$ cat config.mk
export PLATFORM = sky130hd
export DESIGN_NAME = jt12_ch_acc
export DESIGN_NICKNAME = d
export VERILOG_FILES = /design/src/rtl/jt12_pkg.sv /design/src/rtl/jt12_sh_rst.sv /design/src/rtl/jt12_ch_acc.sv
export SDC_FILE = /design/constraint.sdc
export NUM_CORES = 1
export LEC_CHECK = 0
export BUFFER_PORTS_ARGS = -buffer_cell sky130_fd_sc_hd__buf_2
export CAP_MARGIN = 20
export CORE_ASPECT_RATIO = 0.75
export CORE_MARGIN = 2
export CORE_UTILIZATION = 55
export CTS_BUF_LIST = sky130_fd_sc_hd__clkbuf_8 sky130_fd_sc_hd__clkbuf_16
export DETAILED_ROUTE_END_ITERATION = 10
export PLACE_DENSITY = 0.73
export SETUP_SLACK_MARGIN = 0.4
export SLEW_MARGIN = 20
export SYNTH_ARGS = -nofsm -noshare
export SYNTH_HDL_FRONTEND = slang
export SYNTH_SLANG_ARGS = --single-unit
$ cat constraint.sdc
create_clock -name clk -period 4.7 [get_ports clk]
set_input_delay 0 -clock clk [delete_from_list [all_inputs] [get_ports clk]]
set_output_delay 0 -clock clk [all_outputs]
set_load 0.02 [all_outputs]
$ cat src/rtl/jt12_pkg.sv
// Shared frame constants and slot-decoding helpers for the jt12 operator pipeline.
// A frame holds 24 slots: four operator groups (S1,S3,S2,S4), each spanning the six channels.
package jt12_pkg;

  localparam int unsigned SLOTS    = 24;
  localparam int unsigned CHANNELS = 6;
  localparam logic [4:0]  LAST_SLOT = 5'(SLOTS - 1);

  localparam logic signed [13:0] SAT_MAX = 14'sh1FFF;
  localparam logic signed [13:0] SAT_MIN = 14'sh2000;

  typedef enum logic [1:0] {
    GRP_S1 = 2'd0,
    GRP_S3 = 2'd1,
    GRP_S2 = 2'd2,
    GRP_S4 = 2'd3
  } grp_e;

  typedef struct packed {
    logic signed [13:0] val;
    logic               hit;
  } sat_t;

  function automatic grp_e slot_grp(input logic [4:0] slot);
    grp_e g;
    if (slot < 5'(CHANNELS))          g = GRP_S1;
    else if (slot < 5'(2 * CHANNELS)) g = GRP_S3;
    else if (slot < 5'(3 * CHANNELS)) g = GRP_S2;
    else                              g = GRP_S4;
    return g;
  endfunction

  function automatic logic [2:0] slot_ch(input logic [4:0] slot);
    logic [4:0] base;
    base = 5'(slot_grp(slot)) * 5'(CHANNELS);
    return 3'(slot - base);
  endfunction

  // Clamp a 16-bit channel sum to the 14-bit output range and flag clipping.
  function automatic sat_t sat14(input logic signed [15:0] v);
    sat_t r;
    logic signed [15:0] hi;
    logic signed [15:0] lo;
    hi = {{2{SAT_MAX[13]}}, SAT_MAX};
    lo = {{2{SAT_MIN[13]}}, SAT_MIN};
    if (v > hi)      r = '{val: SAT_MAX, hit: 1'b1};
    else if (v < lo) r = '{val: SAT_MIN, hit: 1'b1};
    else             r = '{val: v[13:0], hit: 1'b0};
    return r;
  endfunction

endpackage

$ cat src/rtl/jt12_sh_rst.sv
// Clock-enabled shift ring with synchronous reset; drop_o is the value pushed 'stages' enables ago.
module jt12_sh_rst #(
  parameter int width  = 16,
  parameter int stages = 6
) (
  input  logic             rst,
  input  logic             clk,
  input  logic             clk_en,
  input  logic [width-1:0] din_i,
  output logic [width-1:0] drop_o
);

  logic [width-1:0] bits_q [stages];

  always_ff @(posedge clk) begin
    if (rst) begin
      for (int i = 0; i < stages; i++) bits_q[i] <= '0;
    end else if (clk_en) begin
      bits_q[0] <= din_i;
      for (int i = 1; i < stages; i++) bits_q[i] <= bits_q[i-1];
    end
  end

  assign drop_o = bits_q[stages-1];

endmodule

$ cat src/rtl/jt12_ch_acc.sv
// Per-channel accumulator: sums carrier operator outputs over a 24-slot frame and
// emits one saturated 14-bit sample per channel as group S4 completes.
module jt12_ch_acc
  import jt12_pkg::*;
#(
  parameter int num_ch = 6
) (
  input  logic               rst,
  input  logic               clk,
  input  logic               clk_en,
  input  logic               zero,
  input  logic signed [13:0] op_result,
  input  logic               carrier,
  output logic signed [13:0] ch_out,
  output logic [2:0]         ch_idx,
  output logic               ch_valid,
  output logic               ovf,
  input  logic               ovf_clr
);

  // slot_q holds the slot number the next input will take (0 straight after reset)
  logic [4:0]         slot_q, slot_d, cur_slot;
  grp_e               grp;
  logic [2:0]         ch;
  logic signed [15:0] opx, entry, acc, ring_din;
  sat_t               sat;
  logic signed [13:0] ch_out_q;
  logic [2:0]         ch_idx_q;
  logic               strobe_q;
  logic               ovf_q, ovf_d;

  always_comb begin
    cur_slot = zero ? 5'd0 : slot_q;
    slot_d   = (cur_slot == LAST_SLOT) ? 5'd0 : cur_slot + 5'd1;
    grp      = slot_grp(cur_slot);
    ch       = slot_ch(cur_slot);
    opx      = carrier ? {{2{op_result[13]}}, op_result} : 16'sd0;
    acc      = entry + opx;
    ring_din = (grp == GRP_S1) ? opx : acc;
    sat      = sat14(acc);
    ovf_d    = ovf_q;
    if ((grp == GRP_S4) && sat.hit) ovf_d = 1'b1;
    else if (ovf_clr)               ovf_d = 1'b0;
  end

  jt12_sh_rst #(
    .width  (16),
    .stages (num_ch)
  ) u_ring (
    .rst    (rst),
    .clk    (clk),
    .clk_en (clk_en),
    .din_i  (ring_din),
    .drop_o (entry)
  );

  always_ff @(posedge clk) begin
    if (rst) begin
      slot_q   <= 5'd0;
      ch_out_q <= '0;
      ch_idx_q <= '0;
      strobe_q <= 1'b0;
      ovf_q    <= 1'b0;
    end else if (clk_en) begin
      slot_q   <= slot_d;
      strobe_q <= (grp == GRP_S4);
      ovf_q    <= ovf_d;
      if (grp == GRP_S4) begin
        ch_out_q <= sat.val;
        ch_idx_q <= ch;
      end
    end
  end

  // The strobe is held across disabled cycles but only shown on an enabled one.
  assign ch_valid = strobe_q & clk_en;
  assign ch_out   = ch_out_q;
  assign ch_idx   = ch_idx_q;
  assign ovf      = ovf_q;

endmodule

== Yosys cells after proc, flatten, opt, wreduce, memory -nomap -nowiden ==
Memory sizes are Yosys's and may differ from the RTL's.
Index checks and enable logic that the tools add are counted.
Storage, ports and cells
  register bits: 24
  input bits: 20
  memories: 1
  word-level logic and storage cells: 51
  memory bits (writable): 96
  output and inout port bits: 19
Memory list
  u_ring.bits_q: depth 6, bits a word 16, rd ports 6, clocked after Yosys merged registers in 0, write ports 6, RTL line jt12_sh_rst.sv:13  | logic [width-1:0] bits_q [stages];
Cells by class
  equality and inequality tests: 2
  multiplexer cells: 22
  $mul: 1
  bitwise logic cells: 7
  reductions and logical operators: 5
  add/subtract/negate cells: 3
  magnitude comparators: 5
Operators with widths (count)
  16-bit two-way mux: 8
  15-bit two-way mux: 2
  16-bit adder: 1
  16-bit by 14-bit > comparator with 1-bit output (second input constant): 1
  16-bit by 14-bit less-than comparator with 1-bit output (second input constant): 1
  5-bit two-way mux: 2
  1-bit two-way mux: 8
  1-bit bitwise OR: 6
  5-bit by 1-bit adder with 5-bit output (second input constant): 1
  5-bit == test (second input constant): 1
  5-bit by 3-bit less-than comparator with 1-bit output (second input constant): 1
  5-bit by 4-bit less-than comparator with 1-bit output (second input constant): 1
  5-bit less-than comparator (second input constant): 1
  2-bit two-way mux: 2
  2-bit AND reduction: 2
  3-bit subtractor: 1
  2-bit == test (second input constant): 1
  2-bit zero test: 1
  2-bit by 1-bit multiplier with 2-bit output (second input constant): 1
  2-bit nonzero test: 1
  1-bit AND: 1
  1-bit logical AND: 1

== Depth between registers and ports, before layout ==
  depth after elaboration: 9
  mapped depth: 13
  depth with buffers taken out: 11

== By module ==
From an unflattened synthesis, not the netlist that was laid out.
Second synthesis, totals
  cell total of the unflattened synthesis: 557
  area total of the unflattened synthesis: 6497.5 um^2
By module, submodules not included
  jt12_sh_rst: cells an instance 229, sequential area each 2882.8 um^2, times used 1, area an instance 4086.4 um^2
  jt12_ch_acc: cells an instance 328, sequential area each 480.5 um^2, times used 1, area an instance 2411.1 um^2

== Worst setup path after synthesis ==
OpenSTA, ideal clock, no wires.
  path type: input to register
  start: in rst
  end: mem u_ring.bits_q[0][0], enable pin
  arrival: 2.247 ns
  slack: 2.004 ns
  setup time: 0.449 ns
  data required time: 4.251 ns
  stages: 3
  buffers on the path: 1
  cells stage by stage: clkbuf_1 nor2_1 inv_1
RTL lines
  start: declaration: RTL line jt12_ch_acc.sv:8  | input logic rst,
  end: declaration: RTL line jt12_sh_rst.sv:13

==> summary.txt <==
Synth
  • Top area cells in the synthesized netlist: edfxtp_1, and2_1, dfxtp_1
  • Synth Area in XOR/XNOR: under 10%
  • Synth Area in Compound Gates: between 10% and 20%
  • Netlist cell types: between 60 and 70
  • Synth Cell Area: 0.00601 mm²
  • Post-synthesis adder-cell area fraction: 4.29%
  • Post-synthesis mux area share: 0.499%
  • Ys Warns: 0
  • Synthesis-stage register bit count: 120
  • Top cell type's share of synthesized area: 47.9%
  • Post-synth ARST share: 0%
  • Synth Area in Simple Gates: about a fifth
  • EDFF count, synth: 96
  • Area leader, netlist: edfxtp_1
  • Syn_nets: 563
  • Avg Inst Size Synth: about 12 µm²
  • Post-Syn Instances: 523
  • Sequential area share after synthesis: between 50% and 60%
  • Main combinational cell family by area after synthesis: simple AND/OR/NAND/NOR gates
  • Prevailing post-synth register cell: edfxtp_1

Power
  • Lkg Pwr: 2.81 nW
  • Clock power share: 46.7%
  • Combinational share of power: 9.2%
  • Internal power: 2.11 mW
  • PD cells: about 400 mW/mm²
  • Switch Pwr: 636 µW
  • Sw Ratio: a little under a quarter
  • Maximum vdd drop: 0.000239 V
  • Sequential power share: 44.2%

Global routing
  • Global-route wire length before repair: ~19,000 µm
  • Initial antenna violation count: 0
  • Overflow after GRT: 0
  • Largest net degree at the start of global routing: 82
  • Number of global-route vias before repair: between 3,000 and 4,000
  • Total track usage: 20.6%

Critical path
  • Critical path class: flop to flop
  • Worst EP required: approximately 5000 ps
  • CP Launch Type: flop
  • CP endpoint kind: flop
  • FF-to-FF setup slack: 1790 ps
  • Crit Path Max Fanout: 13
  • Critical Path AT: 3230 ps

Drt
  • Post-Route WL: 11,400 µm
  • WL/cell: about 16 µm
  • Detailed Routing Iterations Pass 1: 4
  • Final ANT Viol Nets: 0
  • # DRC: 0
  • DR vias: 3,890
  • Via/cell ratio: approximately 5.5
  • Drt initial violations: 228

STA
  • Minimum clock period: between 2000 and 3000 ps
  • Pins over their slew limit: 0
  • Setup violations, final: 0
  • Fin Setup TNS: 0 ps
  • Fmax: 0.344 GHz
  • Fin crit share: roughly 62%
  • Slew margin rel.: 34.5%
  • Clk_skew: just over 8 ps
  • Final hold violation count: 0
  • RSZ-0062 raised after global routing: false
  • Worst Tran Pin Value: 983 ps

Layout
  • Register Area: 0.00336 mm²
  • Multi-input combinational cell area: 0.00242 mm²
  • Area delta synth->final: 13.9%
  • N_diodes: 0
  • Cell area after layout: 0.00685 mm²
  • Nets: a little under 600
  • Share of cells above drive strength 1: 17.4%
  • # fillers: around 850

Job
  • Max Cap Violations: 0

Floorplan
  • DIE AREA: 0.0118 mm²
  • Core footprint: 0.0108 mm²
  • I/O pins: 39
  • Initial core utilization: 55.8%
  • Die Width: approximately 120 µm
  • Die Ht: approximately 95 µm
  • Placement Rows: 33

CTS
  • Post-CTS Setup Inserts: 0
  • Clock buffer depth: 2
  • CTS root buffer: clkbuf_16
  • # clock sinks: 120
  • TritonCTS clock tree: done
  • Clk_lat worst skew: approximately 400 ps
  • Clock slew at reported path FFs: 60 ps
  • Htree depth: 4
  • CTS Buf Count: 17

Outcome
  • Outcome: finished, final reports clean

Placed design
  • Gpl congestion: 0.877
  • Dpl cell area: 0.00621 mm²
  • Post-DP HPWL: 7550 µm
  • Port bufs: 38

Min path
  • Min-delay worst type: input pin to flop
-- per-stage QoR --
stage                     power, mW  cells  worst slack (ps)  util, %  hold slack [ps]
final                          2.75    708              1790     63.6             83.6
after global routing           2.85    708              1580     63.6              138
after CTS                      2.77    708              1830     63.6             75.4
after detailed placement       1.48    670              1700     57.6              329
after global placement         1.48    670              1890     57.6              318
after floorplan                1.44    523              2000        -              206
-- worst paths after layout --
kind / start / end / depth (start not counted)
hold / removal: op_result[12] / u_ring.bits_q[0][12]$_SDFFCE_PN0P_ / 4
setup / recovery: u_ring.bits_q[0][80]$_SDFFCE_PN0P_ / ch_out[2]$_SDFFE_PP0P_ / 10
setup reg to reg: u_ring.bits_q[0][80]$_SDFFCE_PN0P_ / ch_out[2]$_SDFFE_PP0P_ / 10
hold reg to reg: strobe_q$_SDFFE_PP0P_ / strobe_q$_SDFFE_PP0P_ / 1
-- flip-flops by register name, indices dropped and copies added, names as in the netlist --
name	flops
ch_idx	3
ch_out	14
ovf	1
strobe_q	1
u_ring.bits_q	96
slot_q	5
-- kinds of logic after synthesis --
family                   after synthesis
AND/OR/NAND/NOR                      209
adder cells (fa/ha/maj)               20
XOR/XNOR                              14
flip-flops                           120
multiplexers                           3
buffers and inverters                 45
AO/OA/AOI/OAI                        112
-- Yosys cell counts, types with 3 or more instances --
master / count
o21ai_0: 12
or3_1: 3
buf_4: 3
dfxtp_1: 24
nand4_1: 3
o21ai_2: 4
inv_1: 12
xor2_1: 6
nor2b_1: 4
o211ai_1: 9
and2_1: 94
buf_6: 8
a21o_1: 6
xnor2_1: 8
a21oi_1: 35
nor3_1: 7
nand3_1: 5
edfxtp_1: 96
clkbuf_1: 19
nand2_1: 37
mux2i_1: 3
nor2_1: 28
o21a_1: 4
a211oi_1: 5
nand2b_1: 9
ha_1: 19
o31ai_1: 7
o211ai_2: 3
-- cells in the final DEF, fill, tap and decap left out, types with 3 or more instances in the layout --
cell type / netlist / final
edfxtp_1: 96 / 96
and2_1: 94 / 94
buf_2: 2 / 38
nand2_1: 37 / 37
a21oi_1: 35 / 35
nor2_1: 28 / 28
dfxtp_1: 24 / 24
ha_1: 19 / 19
clkbuf_16: 0 / 17
inv_1: 12 / 13
o21ai_0: 12 / 12
nand2b_1: 9 / 9
o211ai_1: 9 / 9
xnor2_1: 8 / 8
clkinv_2: 0 / 7
nor3_1: 7 / 7
o31ai_1: 7 / 7
a21o_1: 6 / 6
xor2_1: 6 / 6
dlygate4sd3_1: 0 / 6
a211oi_1: 5 / 5
nand3_1: 5 / 5
o21ai_2: 4 / 4
o21a_1: 4 / 4
nor2b_1: 4 / 3
o211ai_2: 3 / 3
nand4_1: 3 / 3
or3_1: 3 / 3
mux2i_1: 3 / 3
bufinv_16: 0 / 3
-- metal layers --
metal | track usage (%) | vias to the layer above | wire [µm]
li1 | - | 1946 | -
met1 | 27.3 | 1871 | 5610
met2 | 33.5 | 64 | 5310
met3 | 5.89 | 9 | 400
met4 | 6.37 | 0 | 70
met5 | 0 | - | 0
-- cell type report --
class / count / share of cell area, %
clock buffers: 17 / 6.21
clock inverters: 15 / 2.34
inverters: 12 / 0.676
multi-input cells: 358 / 35.3
flip-flops and latches: 120 / 49.1
well taps: 140 / 2.56
repair buffers: 46 / 3.87
-- what timing repair did --
item | in CTS | in global routing
resized for setup | 0 | 0
endpoints found under the setup margin | 0 | 0
hold buffers | 6 | 0
hold endpoints to repair | 9 | 0
-- worst max-delay path, stage by stage, from the launching register on --
cell       delay, ps
edfxtp_1         340
ha_1             210
inv_1             80
fa_1             400
and2b_1          250
o2111ai_2        150
a21oi_1          390
o32ai_2          190
nor2_4           320
o21ai_2          180
o31ai_1          310
-- power by group through the flow --
stage / clock network (mW) / logic, mW / registers, mW
3_5_place_dp: 0 / 0.246 / 1.24
6_report: 1.28 / 0.252 / 1.22
4_1_cts: 1.30 / 0.253 / 1.22
2_1_floorplan: 0 / 0.211 / 1.23
5_1_grt: 1.35 / 0.279 / 1.22
3_3_place_gp: 0 / 0.243 / 1.23
(Power assumes the default switching activity.)
